**config.mk**
```make
export PLATFORM = sky130hd
export DESIGN_NAME = tdr_sweep_capture
export DESIGN_NICKNAME = d
export VERILOG_FILES = /design/src/rtl/tdr_pkg.sv /design/src/rtl/tdr_point_accumulator.sv /design/src/rtl/tdr_sweep_capture.sv
export SDC_FILE = /design/constraint.sdc
export NUM_CORES = 1
export LEC_CHECK = 0
export BUFFER_PORTS_ARGS = -buffer_cell sky130_fd_sc_hd__buf_2
export CAP_MARGIN = 0
export CORE_MARGIN = 2
export CORE_UTILIZATION = 55
export DETAILED_ROUTE_END_ITERATION = 7
export GPL_ROUTABILITY_DRIVEN = 0
export PLACE_DENSITY = 0.84
export SYNTH_ARGS = -nofsm -noshare
export SYNTH_HDL_FRONTEND = slang
export SYNTH_HIERARCHICAL = 1
export SYNTH_SLANG_ARGS = --single-unit
```
**constraint.sdc**
```tcl
create_clock -name clk -period 2.15 [get_ports clk]
set_input_delay 0.1075 -clock clk [delete_from_list [all_inputs] [get_ports clk]]
set_output_delay 0.1075 -clock clk [all_outputs]
set_load 0.01 [all_outputs]
```
**src/rtl/tdr_pkg.sv**
```systemverilog
// Shared types and defaults for the equivalent-time TDR sweep engine.
package tdr_pkg;

    typedef enum logic [2:0] {
        IDLE,
        LAUNCH,
        WAIT,
        SAMPLE,
        SETTLE,
        EMIT,
        DONE
    } tdr_sweep_state_e;

    localparam int unsigned DEF_NUM_TAPS  = 64;
    localparam int unsigned DEF_AVG_COUNT = 16;

    function automatic int unsigned max_u(input int unsigned a, input int unsigned b);
        return (a > b) ? a : b;
    endfunction

endpackage

```
**src/rtl/tdr_point_accumulator.sv**
```systemverilog
// Saturating per-tap hit counter plus first-tap-over-threshold capture.
module tdr_point_accumulator
    import tdr_pkg::*;
#(
    parameter int unsigned NUM_TAPS  = DEF_NUM_TAPS,
    parameter int unsigned AVG_COUNT = DEF_AVG_COUNT,
    localparam int unsigned CW = $clog2(AVG_COUNT + 1),
    localparam int unsigned TW = $clog2(NUM_TAPS)
) (
    input  logic          clk,
    input  logic          rst,
    input  logic          acc_clr,
    input  logic          acc_inc,
    input  logic          edge_clr,
    input  logic          hit_check,
    input  logic [CW-1:0] threshold,
    input  logic [TW-1:0] tap,
    output logic [CW-1:0] count,
    output logic          edge_found,
    output logic [TW-1:0] edge_index
);

    always_ff @(posedge clk) begin
        if (rst) begin
            count      <= '0;
            edge_found <= 1'b0;
            edge_index <= '0;
        end else begin
            if (acc_clr) begin
                count <= '0;
            end else if (acc_inc && (count != CW'(AVG_COUNT))) begin
                count <= count + 1'b1;
            end

            // Compare uses the pre-clear count when hit_check and acc_clr coincide.
            if (edge_clr) begin
                edge_found <= 1'b0;
                edge_index <= '0;
            end else if (hit_check && !edge_found && (count >= threshold)) begin
                edge_found <= 1'b1;
                edge_index <= tap;
            end
        end
    end

endmodule

```
**src/rtl/tdr_sweep_capture.sv**
```systemverilog
// TDR acquisition engine: sweeps the sample tap, averages launches per tap, streams points.
module tdr_sweep_capture
    import tdr_pkg::*;
#(
    parameter int unsigned NUM_TAPS      = DEF_NUM_TAPS,
    parameter int unsigned TAP_STEP      = 1,
    parameter int unsigned AVG_COUNT     = DEF_AVG_COUNT,
    parameter int unsigned PULSE_WIDTH   = 4,
    parameter int unsigned SETTLE_CYCLES = 32,
    localparam int unsigned CW = $clog2(AVG_COUNT + 1),
    localparam int unsigned TW = $clog2(NUM_TAPS)
) (
    input  logic          clk,
    input  logic          rst,
    input  logic          start,
    input  logic          abort,
    input  logic [CW-1:0] threshold,
    input  logic          reflected_signal,
    output logic          tx_drive,
    output logic          pulse_out,
    output logic          busy,
    output logic          pt_valid,
    output logic [TW-1:0] pt_index,
    output logic [CW-1:0] pt_count,
    output logic          done,
    output logic          edge_found,
    output logic [TW-1:0] edge_index
);

    localparam int unsigned DMAX        = max_u((NUM_TAPS - 1) * TAP_STEP, PULSE_WIDTH);
    localparam int unsigned DW          = $clog2(DMAX + 1);
    localparam int unsigned SW          = max_u($clog2(SETTLE_CYCLES + 1), 1);
    localparam int unsigned SETTLE_LAST = (SETTLE_CYCLES > 0) ? SETTLE_CYCLES - 1 : 0;

    tdr_sweep_state_e state;
    logic [TW-1:0]    tap;
    logic [CW-1:0]    rep;
    logic [CW-1:0]    thr;
    logic [CW-1:0]    acc;
    logic [DW-1:0]    dly;
    logic [SW-1:0]    set_cnt;
    logic             samp;

    logic [DW-1:0] samp_pt;
    logic [DW-1:0] win_end;
    logic          start_ok;
    logic          emit_go;

    // The launch window closes once both the pulse has ended and the sample is taken.
    assign samp_pt  = DW'(tap) * DW'(TAP_STEP);
    assign win_end  = (samp_pt > DW'(PULSE_WIDTH - 1)) ? samp_pt : DW'(PULSE_WIDTH - 1);
    assign start_ok = (state == IDLE) && start && !abort;
    assign emit_go  = (state == EMIT) && !abort;

    tdr_point_accumulator #(
        .NUM_TAPS  (NUM_TAPS),
        .AVG_COUNT (AVG_COUNT)
    ) u_acc (
        .clk        (clk),
        .rst        (rst),
        .acc_clr    (start_ok || emit_go),
        .acc_inc    ((state == SAMPLE) && samp && !abort),
        .edge_clr   (start_ok),
        .hit_check  (emit_go),
        .threshold  (thr),
        .tap        (tap),
        .count      (acc),
        .edge_found (edge_found),
        .edge_index (edge_index)
    );

    always_ff @(posedge clk) begin
        if (rst) begin
            state     <= IDLE;
            tap       <= '0;
            rep       <= '0;
            thr       <= '0;
            dly       <= '0;
            set_cnt   <= '0;
            samp      <= 1'b0;
            tx_drive  <= 1'b0;
            pulse_out <= 1'b0;
            busy      <= 1'b0;
            pt_valid  <= 1'b0;
            pt_index  <= '0;
            pt_count  <= '0;
            done      <= 1'b0;
        end else begin
            pulse_out <= 1'b0;
            pt_valid  <= 1'b0;
            done      <= 1'b0;

            // Delay counter runs from the launch cycle, so tap 0 samples inside the pulse.
            if (((state == LAUNCH) || (state == WAIT)) && (dly == samp_pt)) begin
                samp <= reflected_signal;
            end

            if (abort) begin
                state    <= IDLE;
                tx_drive <= 1'b0;
                busy     <= 1'b0;
            end else begin
                unique case (state)
                    IDLE: begin
                        if (start) begin
                            thr       <= threshold;
                            tap       <= '0;
                            rep       <= '0;
                            busy      <= 1'b1;
                            state     <= LAUNCH;
                            dly       <= '0;
                            tx_drive  <= 1'b1;
                            pulse_out <= 1'b1;
                        end
                    end
                    LAUNCH: begin
                        dly <= dly + 1'b1;
                        if (dly == DW'(PULSE_WIDTH - 1)) begin
                            tx_drive <= 1'b0;
                            state    <= (dly == win_end) ? SAMPLE : WAIT;
                        end
                    end
                    WAIT: begin
                        dly <= dly + 1'b1;
                        if (dly == win_end) begin
                            state <= SAMPLE;
                        end
                    end
                    SAMPLE: begin
                        set_cnt <= '0;
                        state   <= SETTLE;
                    end
                    SETTLE: begin
                        set_cnt <= set_cnt + 1'b1;
                        if (set_cnt == SW'(SETTLE_LAST)) begin
                            rep <= rep + 1'b1;
                            if (rep == CW'(AVG_COUNT - 1)) begin
                                state <= EMIT;
                            end else begin
                                state     <= LAUNCH;
                                dly       <= '0;
                                tx_drive  <= 1'b1;
                                pulse_out <= 1'b1;
                            end
                        end
                    end
                    EMIT: begin
                        pt_valid <= 1'b1;
                        pt_index <= tap;
                        pt_count <= acc;
                        rep      <= '0;
                        tap      <= tap + 1'b1;
                        if (tap == TW'(NUM_TAPS - 1)) begin
                            state <= DONE;
                        end else begin
                            state     <= LAUNCH;
                            dly       <= '0;
                            tx_drive  <= 1'b1;
                            pulse_out <= 1'b1;
                        end
                    end
                    DONE: begin
                        done  <= 1'b1;
                        busy  <= 1'b0;
                        state <= IDLE;
                    end
                    default: state <= IDLE;
                endcase
            end
        end
    end

endmodule
```
### Yosys cells after proc, flatten, opt, wreduce, memory -nomap -nowiden

Index checks and enable logic that the tools add are counted.
Widths: inputs -> output; s select.

* bits in registers: 60
* memory bits (writable): 0
* ROM bits: 0
* memories kept: 0
* bits in latches: 0
* output and inout bits: 23
* word-level logic and storage cells: 110
* input port bits: 10

* multipliers: 0
* magnitude comparators: 2
* multiplexer cells: 33
* divide/modulo/power cells: 0
* bitwise gates (word level): 1
* reductions and logical operators: 33
* $add $sub $neg: 5
* shift-type cells: 0
* eq/ne operators: 19

Operators by type and width (number)
* $mux 6: 5
* $pmux 6 s2: 2
* $pmux 6 s4: 1
* $add 6x1->6 const B: 3
* $mux 3: 6
* $pmux 3 s6: 1
* $pmux 5 s3: 1
* $eq 6x6->1: 2
* $mux 1: 12
* $reduce_and 6->1: 2
* $add 5x1->5 const B: 2
* $mux 5: 2
* $eq 3x3->1 const B: 3
* $logic_and 1x1->1: 9
* $ne 2x2->1 const B: 4
* $reduce_and 4->1: 2
* $reduce_bool 4->1: 2
* $reduce_or 2->1: 4
* $eq 3x2->1 const B: 2
* $eq 6x2->1 const B: 1
* $eq 6x5->1 const B: 1
* $eq 6x6->1 const B: 1
* $gt 6x2->1 const B: 1
* $reduce_and 2->1: 3
* other kinds (15): 21

### Depth between registers and ports, before layout

* depth in word-level cells: 6
* mapped depth: 8
* mapped depth without buffers: 7

### Modules after synthesis

Netlist, hierarchy kept.

Modules (own cells, without submodules)
* tdr_sweep_capture: cells an instance 305, seq. area each 960.9 µm², area an instance 2466.1 µm², instances 1
* tdr_point_accumulator: cells an instance 70, seq. area each 240.2 µm², area an instance 648.1 µm², instances 1

### Worst setup path after synthesis

No wires, ideal clock.

* kind: register -> register
* start point: reg rep[0]
* end point: reg dly[4]
* slack: 0.211 ns
* library setup time: 0.092 ns
* cell stages (with the launch flop): 8
* path buffers: 0
* period minus slack after synthesis: 1.939 ns
* required time: 2.058 ns
* data arrival time: 1.847 ns
* path through: dfxtp_1 > ha_1 > and3_1 > ha_1 > nor2b_1 > o32a_2 > or3_4 > o32ai_1

* word-level cells in the longest chain between the ends: 3

RTL lines
* start: declaration: line tdr_sweep_capture.sv:37 `logic [CW-1:0] rep;`
* start signal: assignment: line tdr_sweep_capture.sv:136 `rep <= rep + 1'b1;`
* $eq 5x4->1: line tdr_sweep_capture.sv:137 `if (rep == CW'(AVG_COUNT - 1)) begin`
* $ne 2x2->1 (no line)
* $reduce_and 6->1 (no line)
* end signal: assignment: line tdr_sweep_capture.sv:117 `dly <= dly + 1'b1;`
* end signal: assignment: line tdr_sweep_capture.sv:124 `dly <= dly + 1'b1;`
* end: declaration: line tdr_sweep_capture.sv:40 `logic [DW-1:0] dly;`

No other way between the ends.
A chain may end at the register's enable or synchronous reset.

### Final worst setup path

* start point: reg rep[0]
* end point: reg dly[2]

Same word-level chain as after synthesis.

==> summary.log <==
INFO  power_and_ir_drop peak_supply_drop=0.457mV
INFO  critical_path  cpLargestDelayFamily=compound AO/OA/AOI/OAI gates
INFO  critical_path  worst-setup-path-type=reg2reg
INFO  cts            cts_sinks=60
INFO  layout         final_util=0.665
INFO  global_route   antenna_found_initial=0
INFO  layout         fin_nets=439
INFO  critical_path  worst_ep_required_time=2.37ns
INFO  critical_path  start_kind=flop
INFO  route          num_vias=2936
INFO  route          final_antenna_net_count=0
INFO  place          port_buffers=32
INFO  job            max_cap_violations=0
INFO  critical_path  crit_path_max_fanout=9
INFO  layout         antenna_cells_inserted=0
INFO  logic_synthesis sequential_to_total_area_share_from_yosys_stat=0.386
INFO  logic_synthesis synthDistinctLibCells=60
INFO  route          route.detailed.vias_per_inst=5.94
INFO  logic_synthesis synth.net_count=397
INFO  cts            clk_pin_slew_worst_paths=0.07ns
INFO  layout         commonest_non_fill_non_tap_cell_in_the_layout=nand2_1
INFO  sta            rsz0062_at_grt=true
INFO  power_and_ir_drop total_power=2.33mW
INFO  cts            cts_tree=yes
INFO  cts            htree_num_levels=3
INFO  layout         final_cells=494
INFO  route          detail_route.first_pass.iterations=7
INFO  sta            setup-violations-final=0
INFO  place          dp_hpwl=5.08mm
INFO  power_and_ir_drop power_density=640nW/um^2
INFO  floorplanning  core_area=5470um^2
INFO  sta            max_clock_freq=483MHz
INFO  cts            clockBufferDepth=2
INFO  worst_hold_path min_path_type=in2reg
INFO  critical_path  crit_top_cell=ha_1
INFO  critical_path  worstPathCellList=ha_1 > and3_1 > ha_1 > nor2b_1 > o32a_4 > buf_4 > o41ai_1 > a21oi_1
INFO  critical_path  critical-path-slowest-cell=o41ai_1
INFO  global_route   top_usage_layer=met2
INFO  floorplanning  io-pin-count=33
INFO  layout         most_frequent_cells_in_the_layout=nand2_1, dfxtp_1, a21oi_1, buf_2, nor2_1
INFO  power_and_ir_drop power_leakage=1.48nW
INFO  cts            clock_tree.root_cell=clkbuf_8
INFO  logic_synthesis postSynthRegisterBits=60
INFO  logic_synthesis dominantRegCellSynth=dfxtp_1
INFO  logic_synthesis netlist_instances=375
INFO  outcome        run_status=finished clean
INFO  logic_synthesis number_of_warnings_issued_by_yosys=6
INFO  sta            timing.clock.skew=0.00563ns
INFO  floorplanning  fp.dieW=79.2um
INFO  place          placed_cells=475
INFO  route          drt_wl_total=7.36mm
INFO  sta            hold_viol_final=0
INFO  global_route   grt_usage=0.249
INFO  route          drtIter0Drc=220
INFO  logic_synthesis synth_area_per_cell=8.30um^2
INFO  route          drt-wirelength-per-cell=14.9um
INFO  floorplanning  initial_utilization=0.569
INFO  global_route   overflow=0
INFO  critical_path  cp-end-kind=flop
INFO  global_route   grt_pass1_wl=12.3mm
INFO  floorplanning  die_h=79.2um
INFO  logic_synthesis synth.cell_area=3110um^2
INFO  global_route   gr-usage-met2=0.394
INFO  cts            cts-buffers-inserted=9
INFO  floorplanning  row_count=27
INFO  global_route   gr-usage-met1=0.317
INFO  critical_path  cp.buffers_inverters=1
INFO  global_route   grt_pass1_vias=2652
INFO  sta            setup_total_negative_slack=0ns
INFO  floorplanning  total_die_area=6280um^2
INFO  sta            finalMaxSlewViolations=0
INFO  sta            layout_worst_path_cycle_share=0.963
INFO  global_route   grt_start_max_net_pins=24
INFO  logic_synthesis postSynth.asyncResetShare=0
INFO  logic_synthesis edff_count_synth=0
INFO  global_route   grt.met3_usage=0.0489
INFO  layout         area_delta_synth_final=16.9%
INFO  sta            timing.slew.headroom=0.583
INFO  critical_path  critical_path.max_stage_delay=0.37ns
INFO  layout         layout-drive-gt1-share=0.192
INFO  sta            finalWorstPathRequiredPeriod=2.07ns
INFO  route          drc=0
INFO  critical_path  critical_path_arrival=2.29ns
INFO  sta            tightest_slew=0.619ns
INFO  cts            clkLatencyLatePin=0.35ns
[worst min-delay path: stages]
cell and delay, ns:
buf_2 0.09, nand2_1 0.05, a21oi_1 0.06
[power by group]
part / internal, mW / switching, mW / total (mW)
sequential: 1.12 / 0.00918 / 1.13
combinational: 0.0657 / 0.102 / 0.168
clock: 0.540 / 0.493 / 1.03
[registers in the layout (all words and copies together), names as in the netlist]
register and cells:
pt_index 6, rep 5, busy 1, u_acc/count 5
pt_count 5, pulse_out 1, thr 5, state 3
set_cnt 6, samp 1, tx_drive 1, u_acc/edge_found 1
done 1, dly 6, u_acc/edge_index 6, tap 6
pt_valid 1
[cell type report]
type	instances	area [um^2]
tap	72	90.1
clock inverter	7	77.6
sequential	60	1200
clock buffer	9	124
multi-input combinational	283	1810
inverter	16	60.1
fill	457	1830
timing repair buffer	47	278
[metal layers]
| metal | vias up | part of all wire | routed length (um) |
|---|---|---|---|
| met5 | - | 0 | 0 |
| met4 | 0 | 0.032 | 238 |
| met3 | 27 | 0.046 | 340 |
| met2 | 89 | 0.49 | 3580 |
| met1 | 1386 | 0.43 | 3200 |
| li1 | 1434 | - | - |
[synth_stat cells, drive strengths merged, types with 5 or more instances]
cell | n | share of area
a211oi | 5 | 0.012
ha | 12 | 0.048
or2 | 5 | 0.010
nand4 | 8 | 0.016
xnor2 | 6 | 0.017
xor2 | 11 | 0.031
o21ai | 10 | 0.016
nor2b | 6 | 0.012
inv | 16 | 0.019
nand2b | 6 | 0.012
dfxtp | 60 | 0.39
a21oi | 34 | 0.055
mux2i | 9 | 0.029
and3 | 6 | 0.012
nor3 | 9 | 0.016
nand2 | 60 | 0.072
clkbuf | 9 | 0.011
a2111oi | 5 | 0.020
nand3 | 12 | 0.019
buf | 7 | 0.011
nor2 | 25 | 0.030
[worst paths after layout]
check	cells after the start	start	slack, ns	end
setup reg to reg	8	rep[0]$_SDFFE_PP0P_	0.08	dly[2]$_SDFFE_PP0P_
setup / recovery	8	rep[0]$_SDFFE_PP0P_	0.08	dly[2]$_SDFFE_PP0P_
hold reg to reg	2	pt_index[3]$_SDFFE_PP0P_	0.45	pt_index[3]$_SDFFE_PP0P_
hold / removal	3	threshold[3]	0.01	thr[3]$_SDFFE_PP0P_
[stage by stage]
step / hold WS, ns / instance area [um^2] / worst slack [ns]
global placement: 0.352 / 3390 / 0.134
finish: 0.0111 / 3640 / 0.0786
detailed placement: 0.359 / 3390 / 0.0824
CTS: 0.00399 / 3610 / 0.0724
global route: 0.00717 / 3640 / -0.0197
floorplan: 0.243 / 3110 / 0.211
[logic make-up after synthesis]
logic type,share of synthesized area
buf+inv,0.0410
xor+xnor,0.0478
flops,0.386
mux,0.0289
simple gates,0.260
fa+ha+maj,0.0482
compound gates,0.189
[timing repair]
item | in CTS | in global routing
endpoints found under the setup margin | 0 | 6
buffers inserted | 0 | 1
resized for setup | 0 | 6
hold buffers | 2 | 0
endpoints found under the hold margin | 2 | 0
No activity file was read; power rests on OpenSTA's default activity.
